`src/rtl/run_ctrl_if.sv`:
```
// run_ctrl_if: control/status bundle between the run
// controller and whoever sequences the search engine.
interface run_ctrl_if #(
  parameter int CNT_W = 32
);
  logic             start;
  logic             stop;
  logic             eng_done;
  logic [CNT_W-1:0] max_cycles;
  logic             eng_rst_n;
  logic             eng_clk_en;
  logic             busy;
  logic             done;
  logic             timeout;
  logic [CNT_W-1:0] cycle_count;

  modport master (
    output start,
    output stop,
    output eng_done,
    output max_cycles,
    input  eng_rst_n,
    input  eng_clk_en,
    input  busy,
    input  done,
    input  timeout,
    input  cycle_count
  );

  modport slave (
    input  start,
    input  stop,
    input  eng_done,
    input  max_cycles,
    output eng_rst_n,
    output eng_clk_en,
    output busy,
    output done,
    output timeout,
    output cycle_count
  );
endinterface

```
`src/rtl/run_ctrl.sv`:
```
// run_ctrl: start/stop/resume sequencer for the search
// engine clock domain, metering run length against a budget.
module run_ctrl #(
  parameter int RST_HOLD_CYCLES = 4,
  parameter int CNT_W           = 32
) (
  input logic       clk,
  input logic       reset,
  run_ctrl_if.slave bus
);

  typedef enum logic [2:0] {
    S_IDLE,
    S_HOLD,
    S_REL,
    S_RUN,
    S_PAUSE,
    S_FIN
  } state_t;

  localparam logic [7:0] HOLD_INIT =
    8'(RST_HOLD_CYCLES - 1);
  localparam logic [CNT_W-1:0] ONE = CNT_W'(1);

  state_t           r_state;
  logic [7:0]       r_hold;
  logic [CNT_W-1:0] r_budget;
  logic [CNT_W-1:0] r_cnt;
  logic             r_rst_n;
  logic             r_clk_en;
  logic             r_busy;
  logic             r_done;
  logic             r_timeout;

  logic [CNT_W-1:0] w_cnt_inc;
  logic [CNT_W-1:0] w_cnt_sat;
  logic             w_budget_hit;

  assign w_cnt_inc = r_cnt + ONE;
  assign w_cnt_sat = (&r_cnt) ? r_cnt : w_cnt_inc;
  // Saturated count wraps w_cnt_inc to 0, never a live budget.
  assign w_budget_hit = (r_budget != '0) &&
                        (w_cnt_inc == r_budget);

  always_ff @(posedge clk or negedge reset) begin
    if (!reset) begin
      r_state   <= S_IDLE;
      r_hold    <= '0;
      r_budget  <= '0;
      r_cnt     <= '0;
      r_rst_n   <= 1'b0;
      r_clk_en  <= 1'b0;
      r_busy    <= 1'b0;
      r_done    <= 1'b0;
      r_timeout <= 1'b0;
    end else begin
      unique case (r_state)
        S_IDLE, S_FIN: begin
          if (bus.start) begin
            r_state   <= S_HOLD;
            r_hold    <= HOLD_INIT;
            r_budget  <= bus.max_cycles;
            r_cnt     <= '0;
            r_done    <= 1'b0;
            r_timeout <= 1'b0;
            r_rst_n   <= 1'b0;
            r_clk_en  <= 1'b1;
            r_busy    <= 1'b1;
          end
        end
        S_HOLD: begin
          if (r_hold != 8'd0) begin
            r_hold <= r_hold - 8'd1;
          end else begin
            r_state  <= S_REL;
            r_rst_n  <= 1'b1;
            r_clk_en <= 1'b0;
          end
        end
        S_REL: begin
          r_state  <= S_RUN;
          r_clk_en <= 1'b1;
        end
        S_RUN: begin
          r_cnt <= w_cnt_sat;
          if (bus.eng_done) begin
            r_state  <= S_FIN;
            r_done   <= 1'b1;
            r_clk_en <= 1'b0;
            r_busy   <= 1'b0;
          end else if (w_budget_hit) begin
            r_state   <= S_FIN;
            r_timeout <= 1'b1;
            r_clk_en  <= 1'b0;
            r_busy    <= 1'b0;
          end else if (bus.stop) begin
            r_state  <= S_PAUSE;
            r_clk_en <= 1'b0;
          end
        end
        S_PAUSE: begin
          if (bus.start) begin
            r_state  <= S_RUN;
            r_clk_en <= 1'b1;
          end
        end
        default: begin
          r_state   <= S_IDLE;
          r_rst_n   <= 1'b0;
          r_clk_en  <= 1'b0;
          r_busy    <= 1'b0;
          r_done    <= 1'b0;
          r_timeout <= 1'b0;
          r_cnt     <= '0;
        end
      endcase
    end
  end

  assign bus.eng_rst_n   = r_rst_n;
  assign bus.eng_clk_en  = r_clk_en;
  assign bus.busy        = r_busy;
  assign bus.done        = r_done;
  assign bus.timeout     = r_timeout;
  assign bus.cycle_count = r_cnt;

endmodule

```
`src/flat_wrapper.sv`:
```
// flat-port wrapper written by rule: the top's interface ports become plain ports
module run_ctrl_flat 
#(
  parameter int RST_HOLD_CYCLES = 4,
  parameter int CNT_W           = 32
)
  (clk, reset, bus_start, bus_stop, bus_eng_done, bus_max_cycles, bus_eng_rst_n, bus_eng_clk_en, bus_busy, bus_done, bus_timeout, bus_cycle_count);
  run_ctrl_if #(.CNT_W(CNT_W)) bus_i ();
  input logic clk;
  input logic reset;
  input wire logic [$bits(bus_i.start)-1:0] bus_start;
  input wire logic [$bits(bus_i.stop)-1:0] bus_stop;
  input wire logic [$bits(bus_i.eng_done)-1:0] bus_eng_done;
  input wire logic [$bits(bus_i.max_cycles)-1:0] bus_max_cycles;
  output wire logic [$bits(bus_i.eng_rst_n)-1:0] bus_eng_rst_n;
  output wire logic [$bits(bus_i.eng_clk_en)-1:0] bus_eng_clk_en;
  output wire logic [$bits(bus_i.busy)-1:0] bus_busy;
  output wire logic [$bits(bus_i.done)-1:0] bus_done;
  output wire logic [$bits(bus_i.timeout)-1:0] bus_timeout;
  output wire logic [$bits(bus_i.cycle_count)-1:0] bus_cycle_count;
  assign bus_i.start = bus_start;
  assign bus_i.stop = bus_stop;
  assign bus_i.eng_done = bus_eng_done;
  assign bus_i.max_cycles = bus_max_cycles;
  assign bus_eng_rst_n = bus_i.eng_rst_n;
  assign bus_eng_clk_en = bus_i.eng_clk_en;
  assign bus_busy = bus_i.busy;
  assign bus_done = bus_i.done;
  assign bus_timeout = bus_i.timeout;
  assign bus_cycle_count = bus_i.cycle_count;
  run_ctrl #(.RST_HOLD_CYCLES(RST_HOLD_CYCLES), .CNT_W(CNT_W)) u_core (.clk(clk), .reset(reset), .bus(bus_i));
endmodule
```
`config.mk`:
```
export PLATFORM = sky130hd
export DESIGN_NAME = run_ctrl_flat
export DESIGN_NICKNAME = d
export VERILOG_FILES = /design/src/rtl/run_ctrl_if.sv /design/src/rtl/run_ctrl.sv /design/src/flat_wrapper.sv
export SDC_FILE = /design/constraint.sdc
export NUM_CORES = 1
export LEC_CHECK = 0
export BUFFER_PORTS_ARGS = -buffer_cell sky130_fd_sc_hd__buf_2
export CELL_PAD_IN_SITES_DETAIL_PLACEMENT = 2
export CELL_PAD_IN_SITES_GLOBAL_PLACEMENT = 2
export CORE_AREA = 2 2 118 120
export CTS_BUF_LIST = sky130_fd_sc_hd__clkbuf_8
export CTS_CLUSTER_DIAMETER = 150
export DETAILED_ROUTE_END_ITERATION = 10
export DIE_AREA = 0 0 120 122
export HOLD_SLACK_MARGIN = 0.05
export PLACE_DENSITY = 0.83
export SLEW_MARGIN = 30
export SYNTH_ARGS = -nofsm -noshare
export SYNTH_HDL_FRONTEND = slang
export SYNTH_SLANG_ARGS = --single-unit
export TNS_END_PERCENT = 50
```
`constraint.sdc`:
```
create_clock -name clk -period 3.9 [get_ports clk]
set_clock_uncertainty 0.05 [all_clocks]
set_input_delay 0.78 -clock clk [delete_from_list [all_inputs] [get_ports clk]]
set_output_delay 0.78 -clock clk [all_outputs]
set_load 0.02 [all_outputs]
```
==> run metrics <==
status finished, final reports clean; crit path time final about 3700 ps; number of standard cells after synthesis just over 500; final weighted congestion in routability-driven placement around 0.85; Die Outline Area approximately 15000 um2; maximum clock path buffer count 2; number of antenna violations at the first check in global routing 0; most common cell after layout, fill and taps aside sky130_fd_sc_hd__dfrtp_1; Max Cap Viol 0; setup repair after global routing missed its margin false; number of global-route vias before repair approximately 4800; PostCTS Resize Cnt 0; total chip power 3.48 mW; clock network latency to the later pin of the worst-skew pair roughly 380 ps; post-synthesis net count ~560; final setup margin about 180 ps; maximum number of pins on one net before global-route repair slightly above 80; area growth from synthesis to layout 18.2%; 1st-iter DRT viols approximately 170; remaining design rule violation count 0; kind of critical path flop to flop; area share of the leading cell type in the synthesized netlist 42.2%; Antenna Diode Count 0; Yosys warning count 0; longest individual stage delay on the worst path around 520 ps; top area cells in the synthesized netlist sky130_fd_sc_hd__dfrtp_1 42%, sky130_fd_sc_hd__mux2_2 7.6%, sky130_fd_sc_hd__xnor2_1 6.3%, sky130_fd_sc_hd__o21ai_0 6.1%, sky130_fd_sc_hd__nor2_1 3.4%; final setup violation count 0; peak fanout along the critical path 7; grt met2 use 39.2%; worst min-delay path class input port to asynchronous set/reset pin; leakage power figure 2.38 nW; final instance count without filler cells 775; type of destination of the critical path flop; power per unit of standard cell area 621 nW/um2; site row count 43; worst slew margin relative to its limit between 30% and 40%; vias 4336; DPL Wire Length approximately 12 mm; fraction of registers with async set/reset 100%; average footprint of a synthesized cell a little over 9 um2; Worst-Margin Slew a little over 900 ps; slowest stage cell on the critical path sky130_fd_sc_hd__or4_1; met1 track demand over resource in global routing 30.5%; clock tree from TritonCTS built; count of flip-flops with a built-in enable after synthesis 0; Clk pin slew, worst setup/hold paths ~90 ps; number of top-level pins between 70 and 80; total negative slack 0 ps; #FFs+latches synth 80; final net count between 600 and 700; Cell Count Post-Placement between 700 and 800; post-CTS setup buffer count 0; met3 routing resource usage after global routing under 10%; fraction of final layout cells with drive strength greater than 1 25.0%; length in cells of the worst reg-to-reg path 10; number of sinks driven by the clock tree 80; DRT Pass-1 Iters 4; Worst Setup Start Kind flop; die boundary height ~120 um; cell area after synthesis 4740 um2; core box area between 10000 and 15000 um2; Fmax roughly 270 MHz; overall overflow remaining after global route 0; global-route wire length before repair approximately 26 mm; die boundary width between 100 and 150 um; chain of cells forming the critical path ha_1 > and3_1 > a2111oi_0 > a211o_1 > or3_1 > or4_1 > or4_4 > o21ai_2 > o31a_1 > mux2_1; most congested layer reported by global routing met2; Detail Route Antenna Nets 0; hold buffer count at cts 0; sequential fraction of the synthesis area a little over two fifths; per-cell via count in the routed design roughly 5.6; final number of hold-violating endpoints 0; primary flip-flop cell chosen by synthesis mapping sky130_fd_sc_hd__dfrtp_1; Hold WS just over 400 ps; count of port buffers added during placement between 70 and 80; number of levels the H-tree was split into 3; maximum ir drop on the vdd rail about 0.22 mV; most frequent cells in the layout 80 x sky130_fd_sc_hd__dfrtp_1, 72 x sky130_fd_sc_hd__buf_2, 58 x sky130_fd_sc_hd__o21ai_0, 43 x sky130_fd_sc_hd__nor2_1; average detailed-routed wire length per instance roughly 21 um; data required time at the worst endpoint roughly 4000 ps; count of final max-slew check failures 0; unique cell type count in the Yosys netlist between 50 and 60; cell chosen for the clock root sky130_fd_sc_hd__clkbuf_8; Total GRT Usage approximately 23%; pre-CTS WS roughly 230 ps; share of the clock period used by the worst path about 95%; number of CTS-inserted buffers 9; Data arrival, critical path 3930 ps; wirelength, routed ~16 mm; largest area contributor in the synthesized netlist sky130_fd_sc_hd__dfrtp_1; Starting Density 35.1%
cell usage after synthesis, types with 6 or more instances:
| library cell | n |
|---|---|
| sky130_fd_sc_hd__dfrtp_1 | 80 |
| sky130_fd_sc_hd__o21ai_0 | 58 |
| sky130_fd_sc_hd__nor2_1 | 43 |
| sky130_fd_sc_hd__nand2_1 | 34 |
| sky130_fd_sc_hd__xnor2_1 | 34 |
| sky130_fd_sc_hd__mux2_2 | 32 |
| sky130_fd_sc_hd__nand3_1 | 21 |
| sky130_fd_sc_hd__a21oi_1 | 18 |
| sky130_fd_sc_hd__clkbuf_1 | 18 |
| sky130_fd_sc_hd__xor2_1 | 17 |
| sky130_fd_sc_hd__nand4_1 | 14 |
| sky130_fd_sc_hd__nor4_1 | 14 |
| sky130_fd_sc_hd__o31ai_1 | 14 |
| sky130_fd_sc_hd__and3_1 | 12 |
| sky130_fd_sc_hd__inv_1 | 12 |
| sky130_fd_sc_hd__nor3_1 | 12 |
| sky130_fd_sc_hd__buf_2 | 7 |
| sky130_fd_sc_hd__or3_1 | 7 |
| sky130_fd_sc_hd__a31oi_1 | 6 |
| sky130_fd_sc_hd__and2_1 | 6 |
state kept, by name, indices dropped and copies added, names as in the netlist:
register                count
u_core.bus.eng_rst_n        1
u_core.bus.busy             1
u_core.r_hold               8
u_core.bus.done             1
u_core.bus.eng_clk_en       1
u_core.r_state              3
u_core.bus.timeout          1
u_core.bus.cycle_count     32
u_core.r_budget            32
layer usage:
layer	routed length (um)	share of wire, %
met5	0	0
met1	7380	46
met2	8040	50
met3	408	2.5
met4	301	1.9
worst paths after layout:
check                                   endpoint  slack, ps                 startpoint
max                        u_core.bus.eng_clk_en        180  u_core.bus.cycle_count[0]
max reg2reg                u_core.bus.eng_clk_en        180  u_core.bus.cycle_count[0]
min reg2reg                     u_core.r_hold[0]        440           u_core.r_hold[0]
min                           u_core.r_budget[5]        400                      reset
max in group asynchronous    u_core.r_budget[21]       2870                      reset
min in group clk                u_core.r_hold[0]        440           u_core.r_hold[0]
cell type report:
type | instances | area, um2
Clock buffer | 9 | 124
Clock inverter | 7 | 111
Fill cell | 1517 | 7900
Inverter | 12 | 45.0
Multi-Input combinational cell | 395 | 2580
Sequential cell | 80 | 2000
Tap cell | 180 | 225
Timing Repair Buffer | 92 | 514
power by group:
part	switching [mW]	total [mW]	leakage [nW]	internal, mW
Combinational	0.729	1.35	1.24	0.616
Sequential	0.308	1.39	1.02	1.08
Clock	0.327	0.748	0.120	0.421
Total	1.36	3.48	2.38	2.12
metrics by stage:
step / utilization, % / instance area (um2)
after floorplan: - / 4740
after global placement: 39.7 / 5360
after detailed placement: 39.7 / 5370
after CTS: 41.5 / 5600
after global routing: 41.5 / 5600
final: 41.5 / 5600
kinds of logic (layout without fill, tap and decap cells):
logic type / after synthesis / after routing / synth area share, %
adders and majority gates: 3 / 3 / 0.792
muxes: 35 / 35 / 8.26
AOI/OAI and AO/OA: 121 / 121 / 15.5
and+or+nand+nor: 185 / 185 / 20.2
buffers and inverters: 42 / 120 / 3.62
DFF: 80 / 80 / 42.2
xor gates and xnor gates: 51 / 51 / 9.42
worst max-delay path, delay by kind of cell, from the launching register on:
| kind | cells | cell delay [ps] |
|---|---|---|
| mux | 1 | 340 |
| fa+ha+maj | 1 | 320 |
| simple gates | 4 | 1620 |
| flops | 1 | 470 |
| compound gates | 4 | 820 |
(Power assumes the default switching activity.)
